## config.mk

```make
export PLATFORM = sky130hd
export DESIGN_NAME = square_wave_meas
export DESIGN_NICKNAME = d
export VERILOG_FILES = /design/src/rtl/sqw_pkg.sv /design/src/rtl/sqw_sync_edge.sv /design/src/rtl/square_wave_meas.sv
export SDC_FILE = /design/constraint.sdc
export NUM_CORES = 1
export LEC_CHECK = 0
export CAP_MARGIN = 15
export CORE_MARGIN = 2
export CORE_UTILIZATION = 66
export CTS_BUF_LIST = sky130_fd_sc_hd__clkbuf_8
export DETAILED_ROUTE_END_ITERATION = 6
export DONT_BUFFER_PORTS = 1
export PLACE_DENSITY_LB_ADDON = 0.08
export SLEW_MARGIN = 5
export SYNTH_ARGS = -nofsm -noshare
export SYNTH_HDL_FRONTEND = slang
export SYNTH_HIERARCHICAL = 1
export SYNTH_SLANG_ARGS = --single-unit
```

## constraint.sdc

```tcl
create_clock -name clk -period 2.3 [get_ports clk]
set_input_delay 0.23 -clock clk [delete_from_list [all_inputs] [get_ports clk]]
set_output_delay 0.23 -clock clk [all_outputs]
set_load 0.005 [all_outputs]
```

## src/rtl/sqw_pkg.sv

```systemverilog
// Shared types and defaults for the square-wave measurement block.
package sqw_pkg;

   typedef enum logic [1:0] {
      IDLE,
      MEAS_HIGH,
      MEAS_LOW
   } sqw_state_t;

   localparam int SQW_CNT_W       = 16;
   localparam int SQW_TIMEOUT_CYC = 1000;
   localparam int SQW_SYNC_DEPTH  = 2;

endpackage

```

## src/rtl/sqw_sync_edge.sv

```systemverilog
// Input synchronizer, optional glitch filter (SQW_MEAS_GLITCH_FILTER_EN) and edge detector.
// s is the clean level the measurement counts high time against.
module sqw_sync_edge
   import sqw_pkg::*;
`ifdef SQW_MEAS_GLITCH_FILTER_EN
#(
   parameter int FILT_LEN = 3
)
`endif
(
   input  logic clk,
   input  logic reset,
   input  logic sig_in,
   output logic s,
   output logic rise,
   output logic fall
);

   logic [SQW_SYNC_DEPTH-1:0] sync_q;
   logic                      s_raw;
   logic                      s_d;

   always_ff @(posedge clk or posedge reset) begin
      if (reset) begin
         sync_q <= '0;
      end else begin
         sync_q <= {sync_q[SQW_SYNC_DEPTH-2:0], sig_in};
      end
   end

   assign s_raw = sync_q[SQW_SYNC_DEPTH-1];

`ifdef SQW_MEAS_GLITCH_FILTER_EN
   localparam int FW = $clog2(FILT_LEN + 1);

   logic [FW-1:0] fcnt;
   logic          lvl;

   // The level only follows s_raw after FILT_LEN consecutive disagreeing samples.
   always_ff @(posedge clk or posedge reset) begin
      if (reset) begin
         fcnt <= '0;
         lvl  <= 1'b0;
      end else if (s_raw == lvl) begin
         fcnt <= '0;
      end else if (fcnt == FW'(FILT_LEN - 1)) begin
         lvl  <= s_raw;
         fcnt <= '0;
      end else begin
         fcnt <= fcnt + FW'(1);
      end
   end

   assign s = lvl;
`else
   assign s = s_raw;
`endif

   always_ff @(posedge clk or posedge reset) begin
      if (reset) begin
         s_d <= 1'b0;
      end else begin
         s_d <= s;
      end
   end

   assign rise = s & ~s_d;
   assign fall = ~s & s_d;

endmodule

```

## src/rtl/square_wave_meas.sv

```systemverilog
// Measures period and high time of a square wave in clk cycles and flags a stalled input.
// Optional glitch filter enabled with `define SQW_MEAS_GLITCH_FILTER_EN.
module square_wave_meas
   import sqw_pkg::*;
#(
   parameter int CNT_W       = SQW_CNT_W,
   parameter int TIMEOUT_CYC = SQW_TIMEOUT_CYC,
   parameter int FILT_LEN    = 3
)
(
   input  logic             clk,
   input  logic             reset,
   input  logic             sig_in,
   output logic [CNT_W-1:0] period,
   output logic [CNT_W-1:0] high_time,
   output logic             meas_valid,
   output logic             timeout
);

   localparam logic [CNT_W-1:0] TO_VAL = CNT_W'(TIMEOUT_CYC);

   if (TIMEOUT_CYC < 2 || longint'(TIMEOUT_CYC) > ((longint'(1) << CNT_W) - 1) || FILT_LEN < 1) begin : g_bad_params
      $error("square_wave_meas: illegal parameter combination");
   end

   logic             s;
   logic             rise;
   logic             fall;
   sqw_state_t       state_q;
   sqw_state_t       state_d;
   logic [CNT_W-1:0] cnt;
   logic [CNT_W-1:0] hcnt;
   logic             complete;
   logic             trip;

`ifdef SQW_MEAS_GLITCH_FILTER_EN
   sqw_sync_edge #(
      .FILT_LEN (FILT_LEN)
   ) u_sync_edge (
      .clk    (clk),
      .reset  (reset),
      .sig_in (sig_in),
      .s      (s),
      .rise   (rise),
      .fall   (fall)
   );
`else
   sqw_sync_edge u_sync_edge (
      .clk    (clk),
      .reset  (reset),
      .sig_in (sig_in),
      .s      (s),
      .rise   (rise),
      .fall   (fall)
   );
`endif

   always_ff @(posedge clk or posedge reset) begin
      if (reset) begin
         state_q <= IDLE;
      end else begin
         state_q <= state_d;
      end
   end

   // A rise always wins over the timeout; an unexpected rise in MEAS_HIGH still completes.
   always_comb begin
      state_d  = state_q;
      complete = 1'b0;
      trip     = 1'b0;
      case (state_q)
         IDLE: begin
            if (rise) begin
               state_d = MEAS_HIGH;
            end
         end
         MEAS_HIGH: begin
            if (rise) begin
               complete = 1'b1;
               state_d  = MEAS_HIGH;
            end else if (cnt == TO_VAL) begin
               trip    = 1'b1;
               state_d = IDLE;
            end else if (fall) begin
               state_d = MEAS_LOW;
            end
         end
         MEAS_LOW: begin
            if (rise) begin
               complete = 1'b1;
               state_d  = MEAS_HIGH;
            end else if (cnt == TO_VAL) begin
               trip    = 1'b1;
               state_d = IDLE;
            end
         end
         default: begin
            state_d = IDLE;
         end
      endcase
   end

   // Counting stops on a trip, so cnt never exceeds TIMEOUT_CYC and cannot wrap.
   always_ff @(posedge clk or posedge reset) begin
      if (reset) begin
         cnt  <= '0;
         hcnt <= '0;
      end else if (rise) begin
         cnt  <= CNT_W'(1);
         hcnt <= CNT_W'(1);
      end else if (state_q != IDLE && !trip) begin
         cnt  <= cnt + CNT_W'(1);
         hcnt <= hcnt + CNT_W'(s);
      end
   end

   always_ff @(posedge clk or posedge reset) begin
      if (reset) begin
         period     <= '0;
         high_time  <= '0;
         meas_valid <= 1'b0;
         timeout    <= 1'b0;
      end else begin
         meas_valid <= complete;
         if (complete) begin
            period    <= cnt;
            high_time <= hcnt;
            timeout   <= 1'b0;
         end else if (trip) begin
            timeout <= 1'b1;
         end
      end
   end

endmodule

```

==> flow_metrics.py <==
metrics = {
    "min_path": {
        "holdCritPathClass": "in -> async",
    },
    "critical_path": {
        "path_cells": "inv_1 > ha_1 > and4bb_1 > and4_4 > or4_1 > a21oi_1",
        "worst_ep_required_time_ns": 2.56,
        "critPathCaptureType": "flop",
        "worstSetupPathType": "reg -> reg",
        "crit_family": "simple AND/OR/NAND/NOR gates",
        "critPathSlowestCell": "or4_1",
        "path_buf_inv": 1,
        "critPathLaunchType": "flop",
        "critPathArrivalTime_ns": 2.42,
        "worstPathMaxFanout": 32,
        "crit_start": "state_q[0]",
        "cpPeakStageDelay_ns": 0.54,
        "r2r-start": "state_q[0]",
    },
    "sta": {
        "min_period_ns": 2.157,
        "tightestPinTransition_ns": 0.4676,
        "holdWs_ns": 0.2251,
        "grt_setup_unrepaired": "no",
        "fin_setup_tns_ns": 0,
        "finalHoldViolCount": 0,
        "finalSetupViolations": 0,
        "period_share_pct": 93.80,
        "max_freq_mhz": 463.5,
        "finalMaxSlewViolations": 0,
        "clock_skew_ns": 0.005764,
        "maxSlewHeadroom_pct": 68.78,
    },
    "yosys": {
        "yosysSeqAreaShare_pct": 52.97,
        "syn-num-nets": 310,
        "ys.warnings.count": 6,
        "synth-seq-cells": 71,
        "syn_avg_cell_area_um2": 11.22,
        "synthesis.area_mm2": 0.003354,
        "syn_inst": 299,
        "synth_cell_types": 41,
    },
    "final_layout": {
        "final_nets": 314,
        "insertedDiodeCount": 0,
        "drive_gt1_share_pct": 20.52,
        "fin_cells": 374,
        "area_growth_pct": 7.796,
    },
    "outcome": {
        "status": "complete, no violations",
    },
    "place": {
        "port_buffers": 0,
        "dp_cells": 357,
        "place_congestion": 0.8121,
        "place.detailed.hpwl_mm": 4.260,
    },
    "die": {
        "core_area_mm2": 0.004817,
        "die_area_mm2": 0.005669,
        "num_rows": 25,
        "initial_core_util_pct": 69.64,
        "fp.dieW_um": 75.29,
        "io_pins": 37,
        "die_h_um": 75.29,
    },
    "clock_network": {
        "cts_tree": "built",
        "clockBufferDepth": 2,
        "clock_latency_ns": 0.35,
        "numCtsBuffers": 9,
        "path_clk_slew_ns": 0.07,
        "h-tree-depth": 3,
        "post_cts_buffers": 0,
        "clock-root-buffer": "clkbuf_8",
        "clock-sinks": 71,
    },
    "grt": {
        "grt.total_usage_pct": 25.70,
        "grt_pass1_wl_mm": 10.78,
        "antenna_found_initial": 0,
        "grt_max_degree": 33,
        "grt_overflow_total": 0,
        "grt_pass1_vias": 2203,
    },
    "routing": {
        "routedWlPerCell_um": 17.72,
        "detail-route-antenna-nets": 0,
        "drc": 0,
        "drt-pass1-iter-count": 5,
        "finalWirelength_mm": 6.629,
        "vias_per_cell": 6.278,
        "drtIter0Drc": 208,
        "num_vias": 2348,
    },
    "job": {
        "drv_cap": 0,
    },
    "pwr": {
        "ir_worst_vdd_uv": 865.2,
        "leakage_nw": 1.665,
        "power_density_mw_per_mm2": 879.4,
        "power_w": 0.003180,
    },
}
[cell families (layout without fill, tap and decap cells)]
| group | after synthesis | count (layout) | share of synthesized area, % |
|---|---|---|---|
| AOI/OAI and AO/OA | 55 | 55 | 9.959 |
| muxes | 32 | 32 | 10.74 |
| DFF | 71 | 71 | 52.97 |
| xor gates and xnor gates | 5 | 5 | 1.305 |
| and+or+nand+nor | 98 | 98 | 17.94 |
| buffers and inverters | 30 | 38 | 4.103 |
| adders and majority gates | 8 | 8 | 2.984 |
[worst register-to-register path: cells and delay by family (launching register included)]
family	cells	cell delay, ns
DFF	1	0.39
and+or+nand+nor	3	1.06
adders and majority gates	1	0.33
buffers and inverters	1	0.09
AOI/OAI and AO/OA	1	0.20
[sequential cells by signal (all words and copies together), names as in the netlist]
| name | flops |
|---|---|
| cnt | 16 |
| hcnt | 16 |
| high_time | 16 |
| meas_valid | 1 |
| period | 16 |
| state_q | 2 |
| timeout | 1 |
| u_sync_edge/s_d | 1 |
| u_sync_edge/sync_q | 2 |
[cell usage after synthesis (all sizes together)]
cell	instances	share of area [%]
a211o	1	0.26
a21boi	1	0.22
a21oi	23	3.4
a311oi	2	0.52
a31o	2	0.52
and2b	1	0.26
and3	4	0.75
and4	5	1.5
and4b	1	0.30
and4bb	2	0.75
buf	7	1.5
clkbuf	12	1.4
clkinv	1	0.11
dfrtp	71	53
ha	8	3.0
inv	10	1.1
mux2	32	11
nand2	12	1.3
nand2b	1	0.19
nand3	12	1.8
nand4	12	2.2
nand4b	1	0.26
nor2	16	1.8
nor2b	6	1.1
nor3	2	0.30
nor3b	1	0.22
nor4	4	1.2
o21ai	13	1.9
o31ai	9	2.0
o41ai	4	1.0
or3	7	1.3
or4	8	1.8
or4b	3	0.90
xor2	5	1.3
[cells in the final DEF (no fill, tap or decap), types with 2 or more instances in the layout]
cell           netlist  layout
nand3_1             12      12
clkbuf_8             0      12
dfrtp_1             71      71
xor2_1               5       5
o31ai_1              9       9
nor3_1               2       2
or4_1                8       8
ha_1                 8       8
a311oi_1             2       2
dlygate4sd3_1        0       2
inv_1               10      12
and3_1               4       4
nand4_1             12      12
or3_1                7       7
and4_1               3       3
o21ai_0             13      13
buf_4                1      10
or4b_1               3       3
o41ai_1              4       4
a21oi_1             23      23
mux2_2              32      32
nor2b_1              6       5
and4_4               2       2
nor2_1              16      16
nand2_1             12      12
a31o_2               2       2
nor4_1               3       3
[where the power goes]
group	total, W	switching, W	internal [W]
registers	0.00152	0.000134	0.00138
clock network	0.000895	0.000432	0.000463
logic	0.000768	0.000450	0.000319
[cell type report]
class / count / area (um2)
Sequential cell: 71 / 1777
Multi-Input combinational cell: 198 / 1443
Fill cell: 340 / 1201
Clock buffer: 12 / 165.2
Timing Repair Buffer: 12 / 95.09
Tap cell: 67 / 83.83
Inverter: 11 / 41.29
Clock inverter: 3 / 11.26
[routing by layer]
layer | vias to the layer above | global-route usage [%] | wire length [um] | share of wire [%]
li1 | 1105 | - | - | -
met1 | 1170 | 37.68 | 3161 | 48
met2 | 62 | 38.07 | 3040 | 46
met3 | 11 | 4.365 | 298 | 4.5
met4 | 0 | 11.11 | 129 | 1.9
met5 | - | 0 | 0 | 0
[through the flow]
| stage | util [%] | setup WS (ns) | area, um2 |
|---|---|---|---|
| floorplan | - | 0.3324 | 3354 |
| global placement | 70.99 | 0.2896 | 3420 |
| detailed placement | 70.99 | 0.2106 | 3420 |
| CTS | 75.06 | 0.1739 | 3616 |
| global route | 75.06 | 0.03795 | 3616 |
| finish | 75.06 | 0.1425 | 3616 |
[worst paths after layout]
path,cells past startpoint,slack [ns],to
worst max-delay path,6,0.14,hcnt[11]
max in group asynchronous,3,1.19,period[15]
worst min register to register,0,0.36,u_sync_edge/sync_q[1]
worst max register to register,6,0.14,hcnt[11]
worst min-delay path,2,0.23,u_sync_edge/sync_q[1]
min in group clk,0,0.36,u_sync_edge/sync_q[1]
[timing repair]
action / in CTS / in global routing
endpoints found under the hold margin: 24 / 0
hold buffers: 2 / 0
setup endpoints to repair: 0 / 0
gates resized for setup: 0 / 0
No activity file was read; power rests on OpenSTA's default activity.
